### config.mk
export PLATFORM = sky130hd
export DESIGN_NAME = hazard_scoreboard_flat
export DESIGN_NICKNAME = d
export VERILOG_FILES = /design/src/rtl/hazard_scoreboard_pkg.sv /design/src/rtl/hazard_scoreboard_if.sv /design/src/rtl/hazard_scoreboard_lat_scoreboard.sv /design/src/rtl/hazard_scoreboard.sv /design/src/flat_wrapper.sv
export SDC_FILE = /design/constraint.sdc
export NUM_CORES = 1
export LEC_CHECK = 0
export ABC_AREA = 1
export BUFFER_PORTS_ARGS = -buffer_cell sky130_fd_sc_hd__buf_2
export CAP_MARGIN = 40
export CORE_ASPECT_RATIO = 0.5
export CORE_MARGIN = 1.5
export CORE_UTILIZATION = 50
export DETAILED_ROUTE_END_ITERATION = 10
export GPL_TIMING_DRIVEN = 0
export PLACE_DENSITY = 0.72
export SYNTH_ARGS = -nofsm -noshare
export SYNTH_HDL_FRONTEND = slang
export SYNTH_SLANG_ARGS = --single-unit
### constraint.sdc
create_clock -name clk -period 6.88 [get_ports clk]
set_input_delay 0.344 -clock clk [delete_from_list [all_inputs] [get_ports clk]]
set_output_delay 0.344 -clock clk [all_outputs]
set_load 0.02 [all_outputs]
### src/rtl/hazard_scoreboard_pkg.sv
// Shared pipeline constants and types for EX forwarding, ID hazard detection
// and the long-latency (MUL/DIV) register scoreboard.
package hazard_scoreboard_pkg;

   localparam int REG_ADDR_WIDTH = 5;
   localparam int NUM_REGS       = 1 << REG_ADDR_WIDTH;
   localparam int MAX_LAT_DEF    = 34;
   // Raw latency field width; wide enough for any requested latency before clamping.
   localparam int LAT_OP_CYC_W   = 8;

   // Forward-select encoding: 0 = register file, k = forwarding stage k-1.
   typedef enum logic [1:0] {
      FW_NONE = 2'd0,
      FW_MEM  = 2'd1,
      FW_WB   = 2'd2
   } fw_sel_e;

   function automatic int unsigned fw_stage(input int unsigned k);
      return k + 1;
   endfunction

   typedef struct packed {
      logic                      valid;
      logic [REG_ADDR_WIDTH-1:0] rd;
      logic [LAT_OP_CYC_W-1:0]   cycles;
   } lat_op_t;

endpackage

### src/rtl/hazard_scoreboard_if.sv
// Signal bundle between the pipeline control (master) and the hazard unit (slave).
interface hazard_scoreboard_if #(
   parameter int NUM_FWD   = 2,
   parameter int LAT_W     = 6,
   parameter int FWD_SEL_W = 2,
   parameter int PERF_W    = 32
);
   import hazard_scoreboard_pkg::*;

   logic [REG_ADDR_WIDTH-1:0]              rs1_addr_EX_i;
   logic [REG_ADDR_WIDTH-1:0]              rs2_addr_EX_i;
   logic [NUM_FWD-1:0]                     fwd_regwrite_i;
   logic [NUM_FWD-1:0][REG_ADDR_WIDTH-1:0] fwd_rd_i;
   logic [NUM_FWD-1:0]                     fwd_is_load_i;
   logic                                   ex_regwrite_i;
   logic                                   ex_is_load_i;
   logic [REG_ADDR_WIDTH-1:0]              ex_rd_i;
   // Handshake: ID advances at an edge only when id_valid_i && !stall_o;
   // stall_o is the inverted ready and never depends on kill_i.
   logic                                   id_valid_i;
   logic [REG_ADDR_WIDTH-1:0]              id_rs1_i;
   logic [REG_ADDR_WIDTH-1:0]              id_rs2_i;
   logic [REG_ADDR_WIDTH-1:0]              id_rd_i;
   logic                                   id_use_rs1_i;
   logic                                   id_use_rs2_i;
   logic                                   id_regwrite_i;
   logic                                   id_lat_op_i;
   logic [LAT_W-1:0]                       id_lat_cycles_i;
   logic                                   kill_i;
   logic [FWD_SEL_W-1:0]                   fwd_a_sel_o;
   logic [FWD_SEL_W-1:0]                   fwd_b_sel_o;
   logic                                   fwd_a_mem_o;
   logic                                   fwd_b_mem_o;
   logic                                   stall_o;
   logic                                   lat_busy_o;
   logic                                   lat_done_o;
   logic [REG_ADDR_WIDTH-1:0]              lat_done_rd_o;
   logic [PERF_W-1:0]                      stall_cnt_o;

   modport master (
      output rs1_addr_EX_i, rs2_addr_EX_i, fwd_regwrite_i, fwd_rd_i, fwd_is_load_i,
             ex_regwrite_i, ex_is_load_i, ex_rd_i, id_valid_i, id_rs1_i, id_rs2_i,
             id_rd_i, id_use_rs1_i, id_use_rs2_i, id_regwrite_i, id_lat_op_i,
             id_lat_cycles_i, kill_i,
      input  fwd_a_sel_o, fwd_b_sel_o, fwd_a_mem_o, fwd_b_mem_o, stall_o,
             lat_busy_o, lat_done_o, lat_done_rd_o, stall_cnt_o
   );

   modport slave (
      input  rs1_addr_EX_i, rs2_addr_EX_i, fwd_regwrite_i, fwd_rd_i, fwd_is_load_i,
             ex_regwrite_i, ex_is_load_i, ex_rd_i, id_valid_i, id_rs1_i, id_rs2_i,
             id_rd_i, id_use_rs1_i, id_use_rs2_i, id_regwrite_i, id_lat_op_i,
             id_lat_cycles_i, kill_i,
      output fwd_a_sel_o, fwd_b_sel_o, fwd_a_mem_o, fwd_b_mem_o, stall_o,
             lat_busy_o, lat_done_o, lat_done_rd_o, stall_cnt_o
   );

endinterface

### src/rtl/hazard_scoreboard_lat_scoreboard.sv
// Countdown, busy-register vector and completion tracking for the single
// non-pipelined long-latency unit.
module lat_scoreboard
   import hazard_scoreboard_pkg::*;
#(
   parameter int MAX_LAT = MAX_LAT_DEF,
   parameter int LAT_W   = $clog2(MAX_LAT + 1)
) (
   input  logic                      clk,
   input  logic                      rst,
   input  logic                      issue,
   input  lat_op_t                   op,
   input  logic                      kill,
   output logic [NUM_REGS-1:0]       busy_vec,
   output logic                      lat_busy,
   output logic                      lat_done,
   output logic [REG_ADDR_WIDTH-1:0] lat_done_rd
);

   logic [LAT_W-1:0]          cnt;
   logic [LAT_W-1:0]          cnt_init;
   logic [REG_ADDR_WIDTH-1:0] lat_rd;
   logic [REG_ADDR_WIDTH-1:0] done_rd_q;
   logic [NUM_REGS-1:0]       busy;

   // A zero latency still occupies the unit for one cycle.
   always_comb begin
      cnt_init = op.cycles[LAT_W-1:0];
      if (op.cycles == '0)
         cnt_init = LAT_W'(1);
      else if (op.cycles > LAT_OP_CYC_W'(MAX_LAT))
         cnt_init = LAT_W'(MAX_LAT);
   end

   assign lat_busy    = (cnt != '0);
   assign lat_done    = (cnt == LAT_W'(1)) && !kill;
   assign lat_done_rd = lat_done ? lat_rd : done_rd_q;
   assign busy_vec    = busy;

   always_ff @(posedge clk or posedge rst) begin
      if (rst) begin
         cnt       <= '0;
         lat_rd    <= '0;
         done_rd_q <= '0;
         busy      <= '0;
      end else if (kill) begin
         cnt  <= '0;
         busy <= '0;
      end else begin
         if (cnt != '0)
            cnt <= cnt - LAT_W'(1);
         if (lat_done) begin
            busy[lat_rd] <= 1'b0;
            done_rd_q    <= lat_rd;
         end
         // Issue is blocked while the unit is busy, so it never races a clear.
         if (issue) begin
            cnt    <= cnt_init;
            lat_rd <= op.rd;
            if (op.valid && op.rd != '0)
               busy[op.rd] <= 1'b1;
         end
      end
   end

endmodule

### src/rtl/hazard_scoreboard.sv
// EX forwarding priority mux, ID load-use / scoreboard / structural stall
// generation and a saturating stall-cycle counter.
module hazard_scoreboard
   import hazard_scoreboard_pkg::*;
#(
   parameter int NUM_FWD   = 2,
   parameter int MAX_LAT   = MAX_LAT_DEF,
   parameter int LAT_W     = $clog2(MAX_LAT + 1),
   parameter int FWD_SEL_W = $clog2(NUM_FWD + 1),
   parameter int PERF_W    = 32
) (
   input  logic                clk,
   input  logic                rst,
   hazard_scoreboard_if.slave  bus
);

   logic [NUM_REGS-1:0] busy_vec;
   logic                load_use;
   logic                sb_stall;
   logic                struct_stall;
   logic                stall;
   logic                issue;
   logic [PERF_W-1:0]   stall_cnt;
   logic [FWD_SEL_W:0]  pick_a;
   logic [FWD_SEL_W:0]  pick_b;
   lat_op_t             op;

   // Returns {mem_flag, sel}; iterating oldest-first lets the youngest match win.
   function automatic logic [FWD_SEL_W:0] fwd_pick(
      input logic [REG_ADDR_WIDTH-1:0]              rs,
      input logic [NUM_FWD-1:0]                     we,
      input logic [NUM_FWD-1:0][REG_ADDR_WIDTH-1:0] rd,
      input logic [NUM_FWD-1:0]                     ld
   );
      logic [FWD_SEL_W:0] r;
      r = '0;
      for (int k = NUM_FWD - 1; k >= 0; k--) begin
         if (we[k] && rd[k] != '0 && rd[k] == rs)
            r = {ld[k], FWD_SEL_W'(fw_stage(k))};
      end
      return r;
   endfunction

   assign pick_a = fwd_pick(bus.rs1_addr_EX_i, bus.fwd_regwrite_i, bus.fwd_rd_i, bus.fwd_is_load_i);
   assign pick_b = fwd_pick(bus.rs2_addr_EX_i, bus.fwd_regwrite_i, bus.fwd_rd_i, bus.fwd_is_load_i);

   assign bus.fwd_a_sel_o = pick_a[FWD_SEL_W-1:0];
   assign bus.fwd_a_mem_o = pick_a[FWD_SEL_W];
   assign bus.fwd_b_sel_o = pick_b[FWD_SEL_W-1:0];
   assign bus.fwd_b_mem_o = pick_b[FWD_SEL_W];

   assign load_use = bus.id_valid_i && bus.ex_regwrite_i && bus.ex_is_load_i &&
                     bus.ex_rd_i != '0 &&
                     ((bus.id_use_rs1_i && bus.id_rs1_i == bus.ex_rd_i) ||
                      (bus.id_use_rs2_i && bus.id_rs2_i == bus.ex_rd_i));

   assign sb_stall = bus.id_valid_i &&
                     ((bus.id_use_rs1_i && busy_vec[bus.id_rs1_i]) ||
                      (bus.id_use_rs2_i && busy_vec[bus.id_rs2_i]) ||
                      (bus.id_regwrite_i && busy_vec[bus.id_rd_i]));

   assign struct_stall = bus.id_valid_i && bus.id_lat_op_i && bus.lat_busy_o;
   assign stall        = load_use || sb_stall || struct_stall;
   assign issue        = bus.id_valid_i && bus.id_lat_op_i && !stall && !bus.kill_i;

   assign op.valid  = bus.id_regwrite_i;
   assign op.rd     = bus.id_rd_i;
   assign op.cycles = LAT_OP_CYC_W'(bus.id_lat_cycles_i);

   lat_scoreboard #(
      .MAX_LAT (MAX_LAT),
      .LAT_W   (LAT_W)
   ) u_lat (
      .clk         (clk),
      .rst         (rst),
      .issue       (issue),
      .op          (op),
      .kill        (bus.kill_i),
      .busy_vec    (busy_vec),
      .lat_busy    (bus.lat_busy_o),
      .lat_done    (bus.lat_done_o),
      .lat_done_rd (bus.lat_done_rd_o)
   );

   always_ff @(posedge clk or posedge rst) begin
      if (rst)
         stall_cnt <= '0;
      else if (stall && stall_cnt != '1)
         stall_cnt <= stall_cnt + PERF_W'(1);
   end

   assign bus.stall_o     = stall;
   assign bus.stall_cnt_o = stall_cnt;

endmodule

### src/flat_wrapper.sv
// flat-port wrapper written by rule: the top's interface ports become plain ports
module hazard_scoreboard_flat import hazard_scoreboard_pkg::*;
#(
   parameter int NUM_FWD   = 2,
   parameter int MAX_LAT   = MAX_LAT_DEF,
   parameter int LAT_W     = $clog2(MAX_LAT + 1),
   parameter int FWD_SEL_W = $clog2(NUM_FWD + 1),
   parameter int PERF_W    = 32
)
  (clk, rst, bus_rs1_addr_EX_i, bus_rs2_addr_EX_i, bus_fwd_regwrite_i, bus_fwd_rd_i, bus_fwd_is_load_i, bus_ex_regwrite_i, bus_ex_is_load_i, bus_ex_rd_i, bus_id_valid_i, bus_id_rs1_i, bus_id_rs2_i, bus_id_rd_i, bus_id_use_rs1_i, bus_id_use_rs2_i, bus_id_regwrite_i, bus_id_lat_op_i, bus_id_lat_cycles_i, bus_kill_i, bus_fwd_a_sel_o, bus_fwd_b_sel_o, bus_fwd_a_mem_o, bus_fwd_b_mem_o, bus_stall_o, bus_lat_busy_o, bus_lat_done_o, bus_lat_done_rd_o, bus_stall_cnt_o);
  hazard_scoreboard_if #(.NUM_FWD(NUM_FWD), .LAT_W(LAT_W), .FWD_SEL_W(FWD_SEL_W), .PERF_W(PERF_W)) bus_i ();
  input  logic clk;
  input  logic rst;
  input wire logic [$bits(bus_i.rs1_addr_EX_i)-1:0] bus_rs1_addr_EX_i;
  input wire logic [$bits(bus_i.rs2_addr_EX_i)-1:0] bus_rs2_addr_EX_i;
  input wire logic [$bits(bus_i.fwd_regwrite_i)-1:0] bus_fwd_regwrite_i;
  input wire logic [$bits(bus_i.fwd_rd_i)-1:0] bus_fwd_rd_i;
  input wire logic [$bits(bus_i.fwd_is_load_i)-1:0] bus_fwd_is_load_i;
  input wire logic [$bits(bus_i.ex_regwrite_i)-1:0] bus_ex_regwrite_i;
  input wire logic [$bits(bus_i.ex_is_load_i)-1:0] bus_ex_is_load_i;
  input wire logic [$bits(bus_i.ex_rd_i)-1:0] bus_ex_rd_i;
  input wire logic [$bits(bus_i.id_valid_i)-1:0] bus_id_valid_i;
  input wire logic [$bits(bus_i.id_rs1_i)-1:0] bus_id_rs1_i;
  input wire logic [$bits(bus_i.id_rs2_i)-1:0] bus_id_rs2_i;
  input wire logic [$bits(bus_i.id_rd_i)-1:0] bus_id_rd_i;
  input wire logic [$bits(bus_i.id_use_rs1_i)-1:0] bus_id_use_rs1_i;
  input wire logic [$bits(bus_i.id_use_rs2_i)-1:0] bus_id_use_rs2_i;
  input wire logic [$bits(bus_i.id_regwrite_i)-1:0] bus_id_regwrite_i;
  input wire logic [$bits(bus_i.id_lat_op_i)-1:0] bus_id_lat_op_i;
  input wire logic [$bits(bus_i.id_lat_cycles_i)-1:0] bus_id_lat_cycles_i;
  input wire logic [$bits(bus_i.kill_i)-1:0] bus_kill_i;
  output wire logic [$bits(bus_i.fwd_a_sel_o)-1:0] bus_fwd_a_sel_o;
  output wire logic [$bits(bus_i.fwd_b_sel_o)-1:0] bus_fwd_b_sel_o;
  output wire logic [$bits(bus_i.fwd_a_mem_o)-1:0] bus_fwd_a_mem_o;
  output wire logic [$bits(bus_i.fwd_b_mem_o)-1:0] bus_fwd_b_mem_o;
  output wire logic [$bits(bus_i.stall_o)-1:0] bus_stall_o;
  output wire logic [$bits(bus_i.lat_busy_o)-1:0] bus_lat_busy_o;
  output wire logic [$bits(bus_i.lat_done_o)-1:0] bus_lat_done_o;
  output wire logic [$bits(bus_i.lat_done_rd_o)-1:0] bus_lat_done_rd_o;
  output wire logic [$bits(bus_i.stall_cnt_o)-1:0] bus_stall_cnt_o;
  assign bus_i.rs1_addr_EX_i = bus_rs1_addr_EX_i;
  assign bus_i.rs2_addr_EX_i = bus_rs2_addr_EX_i;
  assign bus_i.fwd_regwrite_i = bus_fwd_regwrite_i;
  assign bus_i.fwd_rd_i = bus_fwd_rd_i;
  assign bus_i.fwd_is_load_i = bus_fwd_is_load_i;
  assign bus_i.ex_regwrite_i = bus_ex_regwrite_i;
  assign bus_i.ex_is_load_i = bus_ex_is_load_i;
  assign bus_i.ex_rd_i = bus_ex_rd_i;
  assign bus_i.id_valid_i = bus_id_valid_i;
  assign bus_i.id_rs1_i = bus_id_rs1_i;
  assign bus_i.id_rs2_i = bus_id_rs2_i;
  assign bus_i.id_rd_i = bus_id_rd_i;
  assign bus_i.id_use_rs1_i = bus_id_use_rs1_i;
  assign bus_i.id_use_rs2_i = bus_id_use_rs2_i;
  assign bus_i.id_regwrite_i = bus_id_regwrite_i;
  assign bus_i.id_lat_op_i = bus_id_lat_op_i;
  assign bus_i.id_lat_cycles_i = bus_id_lat_cycles_i;
  assign bus_i.kill_i = bus_kill_i;
  assign bus_fwd_a_sel_o = bus_i.fwd_a_sel_o;
  assign bus_fwd_b_sel_o = bus_i.fwd_b_sel_o;
  assign bus_fwd_a_mem_o = bus_i.fwd_a_mem_o;
  assign bus_fwd_b_mem_o = bus_i.fwd_b_mem_o;
  assign bus_stall_o = bus_i.stall_o;
  assign bus_lat_busy_o = bus_i.lat_busy_o;
  assign bus_lat_done_o = bus_i.lat_done_o;
  assign bus_lat_done_rd_o = bus_i.lat_done_rd_o;
  assign bus_stall_cnt_o = bus_i.stall_cnt_o;
  hazard_scoreboard #(.NUM_FWD(NUM_FWD), .MAX_LAT(MAX_LAT), .LAT_W(LAT_W), .FWD_SEL_W(FWD_SEL_W), .PERF_W(PERF_W)) u_core (.clk(clk), .rst(rst), .bus(bus_i));
endmodule
==> qor.yml <==
cts.clk_slew.worst_paths_ps: 60
synth_warnings: 0
syn_nets: 994
portBuffers: 100
antenna_cells: 0
cts-root-buf: "clkbuf_16"
antenna_found_initial: 0
dp_hpwl_mm: 14.6
cts_max_level: 3
ys_types: 41
wl_per_cell_um: 15.5
rr_worst_depth: 13
first_global_vias: 6071
rsz0062_at_grt: "false"
postLayoutCoreUtil: 0.605
dr.first_iter.drc_count: 591
insertion_delay_ps: 340
synth_seq_cells: 80
cap_violations: 0
synth_xor_area_frac: 0.0741
synthTopCellsByArea: "dfrtp_1 33%, nand2_1 21%, nand3_1 7.3%"
synthSimpleGateAreaFrac: 0.389
io_pins: 106
route.vias.total: 6641
worstSetupPathType: "reg2out"
arrival_ps: 2410
cts_tree: "done"
syn_avg_cell_area_um2: 6.60
fin_crit_sh: 0.401
nets: 1106
synth_edf_count: 0
cpMaxStageDelayCell: "dfrtp_1"
fp.dieH_um: 81.4
yosysSeqAreaShare: 0.326
start_kind: "register"
synthMuxAreaShare: 0
hold_slack_ps: 17.0
coreArea_um2: 11900
detail-route-antenna-nets: 0
avgViaCountPerCell: 5.47
clockBufferDepth: 2
cts.sinks: 80
fin_cells: 1213
dieArea_um2: 13000
cp-end-kind: "output pin"
cts_resized: 0
numCtsBuffers: 9
hold_buffers: 0
grt_max_degree: 49
synth_top_flop_cell: "dfrtp_1"
setup_tns_ps: 0
startpoint: "u_core.u_lat.cnt[0]$_DFFE_PP0P_"
final_layout_size_suffix_gt1_frac: 0.155
p_per_area_nw_per_um2: 239
grt_pass1_wl_mm: 30.4
synthCells: 931
required_ps: 6540
routed_wl_mm: 18.8
track_usage: 0.297
die_w_um: 160
endpoint: "bus_stall_o"
r2r_slack_ps: 4350
worst-path-max-fanout: 10
cp_cell_sequence: "inv_1 -> ha_1 -> nand3_1 -> nor2_1 -> inv_1 -> nand2_1 -> nand2_1 -> a21oi_4 -> nand3_2 -> nand2_2 -> inv_2 -> buf_2"
synth_top_area_frac: 0.326
max_freq_ghz: 0.362
reg2reg_to: "u_core.u_lat.busy_vec[26]$_DFF_PP0_"
setup_viol: 0
drv_slew: 0
relSlewSlack: 0.588
drtPass1Iterations: 5
slowest_delay_ps: 390
place_inst: 1197
ir_worst_vdd_v: 0.000188
p_leak_uw: 0.00346
async_reset_ff_frac: 1.00
rr_startpoint: "u_core.u_lat.cnt[0]$_DFFE_PP0P_"
start_util: 0.516
syn_area_um2: 6140
synth_compound_area_frac: 0.112
rows: 28
syn2layout_area_growth_pct: 17.4
hold_violations: 0
gp_congestion: 0.951
worst_pin_slew_ps: 613
yosysTopAreaCell: "dfrtp_1"
synth_top_family_by_area: "simple AND/OR/NAND/NOR gates"
yosys.area_share.adder: 0.00611
grt_overflow: 0
clock_skew_ps: 7.72
drc: 0
fin_crit_ps: 2760
status: "finished clean"
hp-class: "in2async"
cts_setup_buffers: 0
-- Yosys cell counts, types with 14 or more instances --
master	n
dfrtp_1	80
nand2_1	338
nor3_1	27
a21oi_1	14
inv_1	83
o21ai_0	48
xnor2_1	20
nand3_1	90
o211ai_1	17
xor2_1	32
o21ai_1	23
nor2_1	56
-- final cells by class --
class / instances / area, µm²
plain buffers: 32 / 218
clock buffers: 10 / 239
clock inverters: 6 / 92.6
fillers: 1158 / 4700
inverters: 92 / 353
multi-input cells: 727 / 3570
flip-flops and latches: 80 / 2000
well taps: 165 / 206
repair buffers: 101 / 528
-- report_power, final --
part           switching [µW]  internal (µW)  total [µW]
clock network             199            329         528
logic                     406            193         599
registers                58.7            540         599
-- worst max-delay path, delay by kind of cell, from the launching register on --
family / cells / cell delay (ps)
AO/OA/AOI/OAI: 1 / 170
adder cells (fa/ha/maj): 1 / 210
flip-flops: 1 / 390
AND/OR/NAND/NOR: 6 / 880
buffers and inverters: 4 / 430
-- through the flow --
step	instance area [µm²]	power (µW)	setup WS, ps
2_1_floorplan	6140	1010	4480
3_3_place_gp	6850	1180	3480
3_5_place_dp	6880	1200	4310
4_1_cts	7210	1730	4110
5_1_grt	7210	1830	3860
6_report	7210	1730	4120
-- worst min-delay path by stage --
stage,slack (ps),to,depth (start not counted),from
6_report,20,u_core.u_lat.lat_rd[2]$_DFFE_PP0P_,2,rst
2_1_floorplan,440,u_core.u_lat.done_rd_q[0]$_DFFE_PP0N_,2,u_core.u_lat.done_rd_q[0]$_DFFE_PP0N_
4_1_cts,30,u_core.u_lat.lat_rd[4]$_DFFE_PP0P_,2,rst
3_3_place_gp,460,u_core.u_lat.done_rd_q[2]$_DFFE_PP0N_,2,u_core.u_lat.done_rd_q[2]$_DFFE_PP0N_
5_1_grt,40,u_core.u_lat.lat_rd[4]$_DFFE_PP0P_,2,rst
3_5_place_dp,400,u_core.u_lat.lat_rd[4]$_DFFE_PP0P_,2,rst
-- metal layers --
| metal | track usage | routed length [µm] |
|---|---|---|
| met2 | 0.493 | 8450 |
| met3 | 0.0669 | 1620 |
| met5 | 0 | 0 |
| met4 | 0.0981 | 412 |
| met1 | 0.388 | 8280 |
-- cells by family after synthesis --
kind of cell / Yosys count
and+or+nand+nor: 554
buffers and inverters: 124
AOI/OAI and AO/OA: 118
DFF: 80
xor gates and xnor gates: 52
adders and majority gates: 3
-- placed cells by master (no fill, tap or decap), drive strengths merged --
cell type and count:
o211ai 17, and3 1, a21boi 1, clkinvlp 2
dfrtp 80, inv 92, xnor2 20, clkinv 2
nand2 340, nor4 14, o21ai 72, a21oi 15
ha 3, a32o 1, o41ai 3, xor2 32
nor4b 1, a22o 2, nor2 57, bufinv 2
or2 3, o31ai 6, nand3 93, buf 122
nor3 28, clkbuf 21, nor3b 2, nand4 15
a31oi 1
-- state kept, by name, summed over array words and instances, names as in the netlist --
signal                  cells
u_core.u_lat.done_rd_q      5
u_core.bus.stall_cnt_o     32
u_core.u_lat.busy_vec      32
u_core.u_lat.lat_rd         5
u_core.u_lat.cnt            6
(Power assumes the default switching activity.)
